### src/rtl/ex_mem_arbiter.sv
// ============================================================================
// Module      : ex_mem_arbiter
// Description : Execution-stage rib master arbiter. The core port has fixed
//               priority; accelerator ports rotate round-robin, with burst lock.
// Revision    : 1.0 - initial release
// ============================================================================
`default_nettype none

module ex_mem_arbiter #(
  parameter int NUM_REQ  = 4,
  parameter int MAX_LOCK = 16
) (
  input  logic                    clk,
  input  logic                    rst,
  input  logic [NUM_REQ-1:0]      req_i,
  input  logic [NUM_REQ-1:0]      lock_i,
  input  logic [NUM_REQ-1:0]      we_i,
  input  logic [32*NUM_REQ-1:0]   addr_i,
  input  logic [32*NUM_REQ-1:0]   wdata_i,
  output logic [NUM_REQ-1:0]      gnt_o,
  output logic [NUM_REQ-1:0]      ack_o,
  output logic [31:0]             rdata_o,
  output logic                    rib_req_o,
  output logic                    rib_we_o,
  output logic [31:0]             rib_addr_o,
  output logic [31:0]             rib_data_o,
  input  logic [31:0]             rib_data_i,
  input  logic                    rib_hold_i,
  output logic                    hold_core_o
);

  localparam int IW = (NUM_REQ > 2) ? $clog2(NUM_REQ) : 1;
  localparam int CW = $clog2(MAX_LOCK + 1);

  typedef enum logic [1:0] {
    S_IDLE = 2'd0,
    S_OWN  = 2'd1,
    S_LOCK = 2'd2
  } state_e;

  state_e               state_q, state_d;
  logic [NUM_REQ-1:0]   gnt_q, gnt_d;
  logic [IW-1:0]        rr_q, rr_d;
  logic [CW-1:0]        cnt_q, cnt_d;

  logic                 sel_req;
  logic                 sel_we;
  logic                 sel_lock;
  logic [31:0]          sel_addr;
  logic [31:0]          sel_wdata;
  logic [IW-1:0]        rr_rel;
  logic                 release_w;

  // Fixed priority for port 0, then search ports 1..NUM_REQ-1 starting at ptr.
  function automatic logic [NUM_REQ-1:0] arbitrate(input logic [NUM_REQ-1:0] req,
                                                   input logic [IW-1:0]      ptr);
    logic [NUM_REQ-1:0] win;
    logic               found;
    int                 idx;
    win   = '0;
    found = 1'b0;
    if (req[0]) begin
      win[0] = 1'b1;
    end else begin
      for (int j = 0; j < NUM_REQ - 1; j++) begin
        idx = int'(ptr) + j;
        if (idx >= NUM_REQ) idx = idx - (NUM_REQ - 1);
        if (!found && req[idx]) begin
          win[idx] = 1'b1;
          found    = 1'b1;
        end
      end
    end
    return win;
  endfunction

  always_comb begin
    sel_req   = 1'b0;
    sel_we    = 1'b0;
    sel_lock  = 1'b0;
    sel_addr  = '0;
    sel_wdata = '0;
    for (int k = 0; k < NUM_REQ; k++) begin
      if (gnt_q[k]) begin
        sel_req   = req_i[k];
        sel_we    = we_i[k];
        sel_lock  = lock_i[k];
        sel_addr  = addr_i[32*k +: 32];
        sel_wdata = wdata_i[32*k +: 32];
      end
    end
  end

  assign gnt_o       = gnt_q;
  assign ack_o       = gnt_q & req_i & {NUM_REQ{~rib_hold_i}};
  assign rib_req_o   = sel_req;
  assign rib_we_o    = sel_we;
  assign rib_addr_o  = sel_addr;
  assign rib_data_o  = sel_wdata;
  assign rdata_o     = ((|ack_o) && !sel_we) ? rib_data_i : 32'd0;
  assign hold_core_o = ~rst & req_i[0] & ~ack_o[0];

  always_comb begin
    rr_rel = rr_q;
    for (int k = 1; k < NUM_REQ; k++) begin
      if (gnt_q[k]) rr_rel = (k == NUM_REQ - 1) ? IW'(1) : IW'(k + 1);
    end
  end

  always_comb begin
    state_d   = state_q;
    gnt_d     = gnt_q;
    rr_d      = rr_q;
    cnt_d     = cnt_q;
    release_w = 1'b0;

    case (state_q)
      S_IDLE: release_w = 1'b1;
      S_OWN, S_LOCK: begin
        if (!sel_req) begin
          release_w = 1'b1;
        end else if (!rib_hold_i) begin
          // A waiting core request preempts an accelerator burst at its next ack.
          if (!sel_lock || (int'(cnt_q) + 1 >= MAX_LOCK) || (req_i[0] && !gnt_q[0])) begin
            release_w = 1'b1;
          end else begin
            state_d = S_LOCK;
            cnt_d   = cnt_q + 1'b1;
          end
        end
      end
      default: release_w = 1'b1;
    endcase

    if (release_w) begin
      rr_d    = rr_rel;
      gnt_d   = arbitrate(req_i, rr_rel);
      cnt_d   = '0;
      state_d = (|gnt_d) ? S_OWN : S_IDLE;
    end
  end

  always_ff @(posedge clk) begin
    if (rst) begin
      state_q <= S_IDLE;
      gnt_q   <= '0;
      rr_q    <= IW'(1);
      cnt_q   <= '0;
    end else begin
      state_q <= state_d;
      gnt_q   <= gnt_d;
      rr_q    <= rr_d;
      cnt_q   <= cnt_d;
    end
  end

endmodule

`default_nettype wire

### config.mk
export PLATFORM = sky130hd
export DESIGN_NAME = ex_mem_arbiter
export DESIGN_NICKNAME = d
export VERILOG_FILES = /design/src/rtl/ex_mem_arbiter.sv
export SDC_FILE = /design/constraint.sdc
export NUM_CORES = 1
export LEC_CHECK = 0
export CORE_AREA = 10 10 153 155
export CTS_CLUSTER_SIZE = 25
export DETAILED_ROUTE_END_ITERATION = 10
export DIE_AREA = 0 0 163 165
export GPL_ROUTABILITY_DRIVEN = 1
export PLACE_DENSITY_LB_ADDON = 0.3
export SETUP_SLACK_MARGIN = 0.02
export SLEW_MARGIN = 20
export SYNTH_ARGS = -nofsm -noshare
export SYNTH_HDL_FRONTEND = slang
export SYNTH_SLANG_ARGS = --single-unit
### constraint.sdc
create_clock -name clk -period 3 [get_ports clk]
set_input_delay 0.45 -clock clk [delete_from_list [all_inputs] [get_ports clk]]
set_output_delay 0.45 -clock clk [all_outputs]
set_load 0.01 [all_outputs]
==> results.py, run 1 <==
metrics = {
    "run_status": {
        "status": "complete, no violations",
    },
    "timing": {
        "fmax_ghz": 0.345,
        "period_needed_ps": 2900,
        "relSlewSlack": 0.604,
        "setup_tns_ps": 0,
        "rsz0062_at_grt": "no",
        "final-setup-viol-count": 0,
        "fin_skew_ps": 1.07,
        "tightest_slew_ps": 594,
        "finalCritPeriodShare": 0.966,
        "hold_viol": 0,
        "setup_slack_ps": 102,
        "drv_slew": 0,
    },
    "yosys": {
        "ys_types": 57,
        "synth_nets": 835,
        "synth_edf_count": 0,
        "yosys_warnings": 0,
        "synth-main-ff-cell": "dfxtp_1",
        "syn-instance-count": 525,
        "yosysSeqAreaShare": 0.0850,
        "synth-async-reset-ratio": 0,
        "syn-cell-area_um2": 3060,
        "ys_ff_latch": 13,
        "postSynthAreaPerCell_um2": 5.83,
    },
    "global_routing": {
        "grt_pass1_wl_um": 33300,
        "grt-ovfl-total": 0,
        "grt_pass1_vias": 5251,
        "globalRouteTotalUtil": 0.160,
        "antenna_found_initial": 3,
        "grt_max_degree": 81,
    },
    "placement": {
        "port-buffer-count": 409,
        "dp_hpwl_um": 20500,
        "pre_cts_ws_ps": 6.85,
        "placedCellCount": 1173,
        "dpl_cell_area_um2": 7490,
        "place.gp.congestion": 0.862,
    },
    "power_and_ir_drop": {
        "p_seq_frac": 0.050,
        "switchingPower_mw": 2.76,
        "ir_worst_vdd_mv": 0.442,
        "comb_power_share": 0.908,
        "cell_internal_pwr_mw": 3.10,
        "power_density_nw_per_um2": 768,
        "total_power_mw": 5.85,
        "p_sw_frac": 0.471,
        "leakagePower_nw": 2.74,
        "pwr-share-clk": 0.042,
    },
    "clock_network": {
        "postCtsHoldBufs": 0,
        "cts_buffers": 3,
        "clk_latency_ps": 240,
        "root_buffer": "clkbuf_16",
        "h-tree-depth": 1,
        "clockBufferDepth": 2,
        "cts_tree": "yes",
        "cts.clk_slew.worst_paths_ps": 40,
        "clock-sinks": 13,
    },
    "cells_and_area": {
        "mostFrequentLayoutCell": "clkdlybuf4s50_1",
        "postLayoutCellArea_um2": 7620,
        "n_fill_cell": 2128,
        "layout_common_cells": "408 x clkdlybuf4s50_1, 75 x nor2_1, 75 x nand2_1",
        "finalNetCount": 1220,
        "instances_no_fill": 1179,
        "area_delta_synth_final_pct": 149,
        "final_layout_size_suffix_gt1_frac": 0.0550,
        "diodes": 0,
    },
    "die": {
        "die_y_um": 165,
        "core_um2": 20200,
        "die_w_um": 163,
        "die-area_um2": 26900,
        "num_rows": 52,
        "initial_utilization": 0.152,
        "ios": 410,
    },
    "route": {
        "drc": 0,
        "routedWlPerCell_um": 20.6,
        "drtIter0Drc": 392,
        "dr.pass1.iters": 5,
        "drt_wl_total_um": 24300,
        "via_per_inst": 4.45,
        "vias": 5247,
        "postRouteAntennaNets": 0,
    },
    "setup_path": {
        "critPathMaxFanout": 16,
        "critPathCaptureType": "output pin",
        "cp-start-kind": "primary input",
        "worstSetupPathType": "primary input to output pin",
        "worst_ep_arrival_time_ps": 2450,
        "cp.required_ps": 2550,
    },
    "job": {
        "max_cap_violations": 0,
    },
    "min_path": {
        "hold_class": "flop to flop",
    },
}
-- power by group through the flow --
stage	registers [mW]	logic [mW]	clock network [mW]
2_1_floorplan	0.252	2.56	0
3_3_place_gp	0.294	5.31	0
3_5_place_dp	0.293	5.31	0
4_1_cts	0.290	5.34	0.253
5_1_grt	0.299	5.81	0.263
6_report	0.290	5.32	0.248
-- area by class of cell --
class	count	area (um^2)	area share
Clock buffer	4	78.8	0.0103
Inverter	12	45.0	0.00591
Sequential cell	13	269	0.0353
Tap cell	270	338	0.0443
Multi-Input combinational cell	447	2560	0.336
Timing Repair Buffer	433	4340	0.569
-- critical path, cell delays in order --
cell	delay (ps)
clkdlybuf4s50_1	570
nand2_1	100
nor2_1	170
nor4_2	70
nor2_2	80
buf_4	160
clkbuf_16	170
and2_1	120
clkdlybuf4s50_1	550
-- metrics by stage --
| stage | utilization | hold slack (ps) |
|---|---|---|
| 2_1_floorplan | - | 446 |
| 3_3_place_gp | 0.372 | 468 |
| 3_5_place_dp | 0.372 | 469 |
| 4_1_cts | 0.376 | 481 |
| 5_1_grt | 0.378 | 500 |
| 6_report | 0.378 | 483 |
-- sequential cells by signal, indices dropped and copies added, names as in the netlist --
name	cells
cnt_q	5
gnt_o	4
rr_q	2
state_q	2
-- timing repair --
item / CTS / global route
pin swaps: 1 / 1
endpoints found under the hold margin: 0 / 0
cloned: 0 / 1
gates resized for setup: 1 / 4
endpoints found under the setup margin: 31 / 33
setup buffers: 0 / 1
-- synth_stat cells, drive strengths merged, types with 2 or more instances --
cell / count / share of area
xnor2: 3 / 0.0086
a221oi: 3 / 0.013
o21ai: 69 / 0.11
dfxtp: 13 / 0.085
a21oi: 67 / 0.11
ha: 7 / 0.029
nand3b: 2 / 0.0049
o31ai: 2 / 0.0049
nand2: 75 / 0.092
nor3b: 2 / 0.0065
and2: 32 / 0.065
nor2b: 2 / 0.0041
mux4: 3 / 0.022
a31oi: 2 / 0.0041
a32o: 2 / 0.0065
nand3: 2 / 0.0033
a22oi: 64 / 0.16
inv: 12 / 0.015
mux2i: 3 / 0.0098
or2: 3 / 0.0070
nor2: 77 / 0.097
buf: 15 / 0.024
clkbuf: 38 / 0.047
nor3: 6 / 0.011
-- cell families after synthesis --
group                    count (synthesis)  share of synthesized area
AO/OA/AOI/OAI                          223                      0.451
AND/OR/NAND/NOR                        206                      0.303
buffers and inverters                   65                     0.0859
flip-flops                              13                     0.0850
multiplexers                             7                     0.0356
adder cells (fa/ha/maj)                  7                     0.0286
XOR/XNOR                                 4                     0.0114
-- worst paths after layout --
| check | startpoint | end | slack, ps | cells after the start |
|---|---|---|---|---|
| worst max-delay path | req_i[3] | rdata_o[18] | 100 | 9 |
| worst min-delay path | state_q[1] | state_q[1] | 480 | 2 |
| worst max register to register | gnt_o[1] | state_q[0] | 280 | 8 |
| worst min register to register | state_q[1] | state_q[1] | 480 | 2 |
-- per-layer routing --
metal	up-vias	wire length (um)	GRT usage
li1	2644	-	-
met1	2327	9010	0.174
met3	16	2480	0.0662
met2	256	12500	0.292
met4	4	215	0.0205
met5	-	27	0
No activity file was read; power rests on OpenSTA's default activity.
==> inputs of run 2 (changes only) <==
--- a/config.mk
+++ b/config.mk
@@ -5,10 +5,11 @@
 export SDC_FILE = /design/constraint.sdc
 export NUM_CORES = 1
 export LEC_CHECK = 0
-export CORE_AREA = 10 10 153 155
+export CAP_MARGIN = 20
+export CORE_AREA = 2 2 158 160
 export CTS_CLUSTER_SIZE = 25
 export DETAILED_ROUTE_END_ITERATION = 10
-export DIE_AREA = 0 0 163 165
+export DIE_AREA = 0 0 160 162
 export GPL_ROUTABILITY_DRIVEN = 1
 export PLACE_DENSITY_LB_ADDON = 0.3
 export SETUP_SLACK_MARGIN = 0.02
==> run 2 against run 1 <==
Compared with the run above: worst setup slack gained 60 ps; sequential power down 3%; routed wire length shrank 11%; final area rose by 1.7%; hold slack got worse by 0.76 ps; critical path depth shrank 2; critical endpoint is now rdata_o[10].
==> results.py, run 2 (synthesis gave the netlist of run 1 again) <==
metrics = {
    "power_and_ir_drop": {
        "leakagePower_nw": 2.77,
        "ir_worst_vdd_mv": 0.442,
        "power_density_nw_per_um2": 763,
        "total_power_mw": 5.91,
    },
    "route": {
        "drt_wl_total_um": 21700,
        "dr.pass1.iters": 4,
        "drc": 0,
        "vias": 5249,
        "via_per_inst": 4.25,
        "routedWlPerCell_um": 17.6,
        "drtIter0Drc": 325,
        "postRouteAntennaNets": 0,
    },
    "cells_and_area": {
        "instances_no_fill": 1235,
        "final_layout_size_suffix_gt1_frac": 0.0529,
        "largest-register": "cnt_q",
        "layout_common_cells": "407 x clkdlybuf4s50_1, 75 x nor2_1, 75 x nand2_1",
        "mostFrequentLayoutCell": "clkdlybuf4s50_1",
        "n_fill_cell": 2610,
        "largest_reg_flops": 5,
        "area_delta_synth_final_pct": 153,
        "finalNetCount": 1219,
    },
    "die": {
        "die-area_um2": 25900,
        "num_rows": 57,
        "die_w_um": 160,
        "core_um2": 24100,
        "die_y_um": 162,
        "initial_utilization": 0.127,
        "ios": 410,
    },
    "timing": {
        "fin_skew_ps": 1.07,
        "final-setup-viol-count": 0,
        "rsz0062_at_grt": "no",
        "tightest_slew_ps": 439,
        "setup_slack_ps": 162,
        "relSlewSlack": 0.707,
        "hold_viol": 0,
        "fmax_ghz": 0.352,
        "drv_slew": 0,
        "period_needed_ps": 2840,
        "finalCritPeriodShare": 0.946,
    },
    "setup_path": {
        "critPathMaxFanout": 32,
        "worst_ep_arrival_time_ps": 2390,
        "worstSetupPathType": "primary input to output pin",
        "cp.required_ps": 2550,
        "cp-start-kind": "primary input",
        "critPathCaptureType": "output pin",
    },
    "clock_network": {
        "cts.clk_slew.worst_paths_ps": 40,
        "h-tree-depth": 1,
        "cts_setup_buffers": 0,
        "cts_tree": "yes",
        "clk_latency_ps": 240,
        "postCtsHoldBufs": 0,
        "clockBufferDepth": 2,
        "clock-sinks": 13,
        "root_buffer": "clkbuf_16",
        "cts_buffers": 3,
    },
    "placement": {
        "placedCellCount": 1226,
        "place.gp.congestion": 0.771,
        "port-buffer-count": 409,
        "pre_cts_ws_ps": -48.8,
        "dp_hpwl_um": 16700,
    },
    "job": {
        "max_cap_violations": 0,
    },
    "global_routing": {
        "busiest_layer": "met2",
        "use_met1": 0.175,
        "antenna_found_initial": 3,
        "grt_use_met2": 0.289,
        "globalRouteTotalUtil": 0.152,
        "grt_max_degree": 95,
        "grt_pass1_vias": 5225,
        "use_met3": 0.0345,
        "grt-ovfl-total": 0,
        "grt_pass1_wl_um": 30800,
    },
    "run_status": {
        "status": "complete, no violations",
    },
    "min_path": {
        "hold_class": "flop to flop",
    },
}
## run 2: report_power, final
group,internal (mW),leakage [nW],switching (mW),total (mW)
clock,0.179,0.0382,0.0685,0.247
combinational,2.75,2.62,2.64,5.39
sequential,0.219,0.108,0.0627,0.282
## run 2: through the flow
step | utilization | setup TNS (ps) | cell area, um^2 | hold slack (ps)
after floorplan | - | 0 | 3060 | 446
after global placement | 0.314 | -550 | 7570 | 469
after detailed placement | 0.314 | -1130 | 7570 | 474
after CTS | 0.319 | 0 | 7690 | 483
after global routing | 0.321 | 0 | 7750 | 497
final | 0.322 | 0 | 7750 | 482
## run 2: critical path: stages
cell and delay, ps:
clkdlybuf4s50_1 400, a221oi_1 290, o31ai_1 130, nor2_2 230, buf_12 190, and2_1 150, clkdlybuf4s50_1 540
## run 2: cell type report
type                    count  area (um^2)  area share
clock buffers               4         78.8      0.0102
diodes                      3         7.51    0.000969
well taps                 324          405      0.0523
flip-flops and latches     13          269      0.0347
repair buffers            432         4390       0.566
multi-input cells         447         2560       0.330
inverters                  12         45.0     0.00581
## run 2: per-layer routing
layer | up-vias | routed length, um
li1 | 2642 | -
met1 | 2348 | 8640
met2 | 251 | 11200
met3 | 8 | 1560
met4 | 0 | 239
met5 | - | 0
## run 2: final timing paths
path,end,depth (start not counted),from,slack [ps]
worst max-delay path,rdata_o[10],7,we_i[1],160
worst min-delay path,state_q[1],2,state_q[1],480
worst min register to register,state_q[1],2,state_q[1],480
worst max register to register,state_q[0],9,gnt_o[1],240
## run 2: what timing repair did
action	in CTS	in global routing
pin swaps	1	1
gates cloned	1	1
setup endpoints to repair	32	39
gates resized for setup	2	7
